**config.mk**
```make
export PLATFORM = sky130hd
export DESIGN_NAME = wallace_product_accumulator
export DESIGN_NICKNAME = d
export VERILOG_FILES = /design/src/rtl/wallace_product_accumulator.sv
export SDC_FILE = /design/constraint.sdc
export NUM_CORES = 1
export LEC_CHECK = 0
export ABC_AREA = 1
export BUFFER_PORTS_ARGS = -buffer_cell sky130_fd_sc_hd__buf_4
export CAP_MARGIN = 10
export CORE_ASPECT_RATIO = 0.6
export CORE_MARGIN = 2
export CORE_UTILIZATION = 57
export DETAILED_ROUTE_END_ITERATION = 10
export PLACE_DENSITY_LB_ADDON = 0.2
export SKIP_CTS_REPAIR_TIMING = 1
export SLEW_MARGIN = 30
export SYNTH_ARGS = -nofsm -noshare
export SYNTH_HDL_FRONTEND = slang
export SYNTH_SLANG_ARGS = --single-unit
```
**constraint.sdc**
```tcl
create_clock -name clk -period 2.55 [get_ports clk]
set_input_delay 0.255 -clock clk [delete_from_list [all_inputs] [get_ports clk]]
set_output_delay 0.255 -clock clk [all_outputs]
set_load 0.05 [all_outputs]
```
**src/rtl/wallace_product_accumulator.sv**
```systemverilog
// Multiply-accumulate back end: registers each 16-bit Wallace-tree product, sums it into a
// wide accumulator, and presents the framed result on a valid/ready handshake.
module wallace_product_accumulator #(
    parameter int ACC_W     = 24,
    parameter int CNT_W     = 9,
    parameter int MAX_TERMS = 256,
    parameter bit SATURATE  = 1'b0
) (
    input  logic             clk,
    input  logic             rst_n,
    input  logic             in_valid,
    output logic             in_ready,
    input  logic [15:0]      prod_bits,
    input  logic             in_last,
    output logic             out_valid,
    input  logic             out_ready,
    output logic [ACC_W-1:0] acc_out,
    output logic [CNT_W-1:0] term_count,
    output logic             overflow
);

    typedef enum logic [1:0] {IDLE, RUN, DRAIN, DONE} state_t;

    state_t           state, state_nxt;
    logic [15:0]      p_reg;
    logic             p_vld, p_last;
    logic [ACC_W-1:0] acc;
    logic [CNT_W-1:0] cnt;
    logic             ovf, out_vld;
    logic             accept, eff_last, handshake;
    logic [ACC_W:0]   sum;
    logic [CNT_W:0]   pending;

    assign in_ready  = (state == IDLE) || (state == RUN);
    assign accept    = in_valid && in_ready;
    assign handshake = out_vld && out_ready;

    // Terms already summed plus the one in the stage register plus this one; one bit
    // wider than the counter so the term-limit compare never wraps.
    assign pending  = {1'b0, cnt} + (CNT_W+1)'(p_vld) + (CNT_W+1)'(1);
    assign eff_last = in_last || (int'(pending) == MAX_TERMS);

    assign sum = {1'b0, acc} + (ACC_W+1)'(p_reg);

    // NOTE: next-state is defaulted before the case so no path leaves it unassigned (no latch).
    always_comb begin
        state_nxt = state;
        case (state)
            IDLE:    if (accept) state_nxt = eff_last ? DRAIN : RUN;
            RUN:     if (accept && eff_last) state_nxt = DRAIN;
            DRAIN:   if (p_vld && p_last) state_nxt = DONE;
            DONE:    if (handshake) state_nxt = IDLE;
            default: state_nxt = IDLE;
        endcase
    end

    // NOTE: all state is updated with non-blocking assignments so every flop samples pre-edge values.
    always_ff @(posedge clk or negedge rst_n) begin
        if (!rst_n) begin
            state <= IDLE;
        end else begin
            state <= state_nxt;
        end
    end

    // Input register stage
    always_ff @(posedge clk or negedge rst_n) begin
        if (!rst_n) begin
            p_reg  <= '0;
            p_vld  <= 1'b0;
            p_last <= 1'b0;
        end else begin
            if (accept) p_reg <= prod_bits;
            p_vld  <= accept;
            p_last <= accept && eff_last;
        end
    end

    // Accumulate stage; the handshake and a pending term can never coincide.
    always_ff @(posedge clk or negedge rst_n) begin
        if (!rst_n) begin
            acc     <= '0;
            cnt     <= '0;
            ovf     <= 1'b0;
            out_vld <= 1'b0;
        end else begin
            out_vld <= (state == DONE) && !handshake;
            if (handshake) begin
                acc <= '0;
                cnt <= '0;
                ovf <= 1'b0;
            end else if (p_vld) begin
                cnt <= cnt + CNT_W'(1);
                if (sum[ACC_W]) begin
                    ovf <= 1'b1;
                    acc <= SATURATE ? '1 : sum[ACC_W-1:0];
                end else begin
                    acc <= sum[ACC_W-1:0];
                end
            end
        end
    end

    assign out_valid  = out_vld;
    assign acc_out    = acc;
    assign term_count = cnt;
    assign overflow   = ovf;

endmodule

```
==> results.yml <==
status:
  status: "finished with violations"
  failed_checks: "negative hold slack"
global_route:
  grt_pass1_vias: 3190
  grt_max_degree: 56
  overflow: 0
  antenna_found_initial: 0
  grt_usage: 0.297
  grt_pass1_wl_um: 15900
die:
  dieArea_um2: 6780
  row_count: 22
  die_w_um: 105
  fp.dieH_um: 64.6
  design.core.area_um2: 6000
  start_util: 0.582
  ios: 57
clock_network:
  cts_tree: "yes"
  htree_levels: 2
  cts_sinks: 55
  cts_max_path_buffers: 2
  cts_buffers: 5
  clock_latency_ns: 0.31
  clk_pin_slew_ns: 0.11
  clockRootBuffer: "clkbuf_8"
sta:
  finalHoldViolCount: 36
  max_freq_mhz: 447
  whs_ns: -0.0231
  finalSetupViolCount: 0
  final-max-slew-violation-count: 0
  worst_pin_slew_ns: 0.692
  skew_ns: 0.0128
  fin_ws_ns: 0.313
  rsz0062_at_grt: "false"
  finalCriticalPeriod_ns: 2.24
  setup-tns-final_ns: 0
  min_period_over_period: 0.877
  max_slew_margin: 0.539
layout:
  final_core_util: 0.687
  finish.net_count: 588
  syn_to_final_growth_pct: 18.1
  layout.cells.non_filler: 628
  largest_reg_flops: 24
  drive_gt1_frac: 0.160
  antenna_cells: 0
synth:
  synth_top_cell_area_share: 0.394
  synth_area_leaders: "dfrtp_1 (39%), nand2_1 (18%), ha_1 (8.2%)"
  netlist_area_um2: 3490
  ys_ff_latch: 55
  syn_inst: 483
  ys.flop_type: "dfrtp_1"
  synth_most_common_cell: "nand2_1"
  synth_edf_count: 0
  synth_area_per_cell_um2: 7.22
  ys_async_sr_fraction: 1.00
  synth_nets: 528
  ys_warn_count: 0
  synth_largest_area_cell: "dfrtp_1"
  yosysSeqAreaShare: 0.394
  ys_top_cells_by_count: "nand2_1 (167), dfrtp_1 (55), nor2_1 (45), inv_1 (41), a21oi_1 (36)"
  ys_types: 36
power:
  power.leakage_uw: 0.00222
  powerDensity_nw_per_um2: 1440
  ir_worst_vdd_mv: 0.790
  power.total_uw: 5920
placement:
  routabilityCongestion: 0.949
  place_hpwl_um: 7020
  dpl.cell_count: 620
  port-buffer-count: 56
  place_ws_ns: 0.367
route:
  viasPerCell: 5.50
  dr.pass1.iters: 5
  ant_nets: 0
  wl_um: 9330
  wl_per_cell_um: 14.9
  via_count: 3451
  drtIter0Drc: 374
  drc: 0
flow_run:
  max-cap-violations: 0
setup_path:
  reg2reg_slack_ns: 0.31
  worstSetupStartpointType: "register"
  worstReg2RegEnd: "state[0]"
  cp-endpoint: "state[0]"
  critPathCaptureType: "register"
  critical_path_class: "register to register"
  critPathMaxFanout: 10
  crit_start: "p_vld"
  ff2ff_path_depth: 15
  required_ns: 2.76
  r2r_start: "p_vld"
  critPathArrivalTime_ns: 2.45
worst_hold_path:
  hp-class: "input port to asynchronous set/reset pin"
==> cell type report <==
cell class / instances / area, um^2
multi-input combinational: 376 / 1900
fill: 527 / 1880
sequential: 55 / 1380
timing repair buffer: 62 / 465
inverter: 43 / 161
tap: 84 / 105
clock buffer: 6 / 82.6
clock inverter: 2 / 35.0
==> stage by stage <==
step / instance area [um^2] / hold slack (ns)
after CTS: 4120 / 0.0115
final: 4120 / -0.0231
after detailed placement: 4000 / 0.350
after global routing: 4120 / 0.0341
after global placement: 4000 / 0.343
after floorplan: 3490 / -0.0406
==> cells in the final DEF (no fill, tap or decap) <==
cell type,instances
a21o_1,2
a21oi_1,36
a221oi_1,1
a22o_1,2
a22oi_1,1
a31oi_1,2
buf_4,62
bufinv_16,1
clkbuf_8,6
clkinv_2,1
dfrtp_1,55
fa_1,1
ha_1,23
inv_1,41
inv_2,2
nand2_1,167
nand2_2,8
nand3_1,26
nand3_2,1
nand3b_1,1
nand4_1,5
nor2_1,45
nor2_2,1
nor2_4,1
nor3_1,10
nor3b_1,1
nor4_1,2
o21a_1,2
o21ai_0,29
o21ai_1,1
o21ai_2,1
o21bai_1,1
o21bai_2,2
o221ai_1,1
o22ai_1,1
or2_2,1
xnor2_1,1
==> routing by layer <==
layer	routed length, um	part of all wire	global-route usage
met1	4560	0.49	0.458
met2	3800	0.41	0.433
met3	850	0.091	0.0634
met4	124	0.013	0.0517
met5	0	0	0
==> worst min-delay path by stage <==
stage          startpoint    endpoint  slack (ns)  depth (start not counted)
3_3_place_gp        rst_n    p_reg[6]        0.34                          1
6_report            rst_n  acc_out[0]       -0.02                          1
4_1_cts             rst_n  acc_out[0]        0.01                          1
5_1_grt             rst_n  acc_out[5]        0.03                          1
2_1_floorplan       rst_n  acc_out[0]       -0.04                          0
3_5_place_dp        rst_n  acc_out[5]        0.35                          1
==> where the power goes <==
| group | switching [uW] | internal (uW) |
|---|---|---|
| sequential | 359 | 1220 |
| clock | 296 | 318 |
| combinational | 2560 | 1170 |
==> cells by family after synthesis <==
kind of cell               share of synthesized area
DFF                                            0.394
buffers and inverters                         0.0624
xor gates and xnor gates                     0.00251
adders and majority gates                     0.0882
and+or+nand+nor                                0.321
AOI/OAI and AO/OA                              0.132
==> worst max-delay path, cell delays in order (launching register included) <==
cell      delay [ns]
dfrtp_1         0.54
inv_1           0.17
ha_1            0.24
inv_1           0.06
ha_1            0.16
inv_1           0.06
nor2_2          0.12
nand2_1         0.07
nand2_1         0.08
nand3_2         0.09
o21bai_2        0.17
nand2_2         0.08
nand2_2         0.10
nand2_2         0.06
nand2_1         0.08
nand2_1         0.05
No activity file was read; power rests on OpenSTA's default activity.
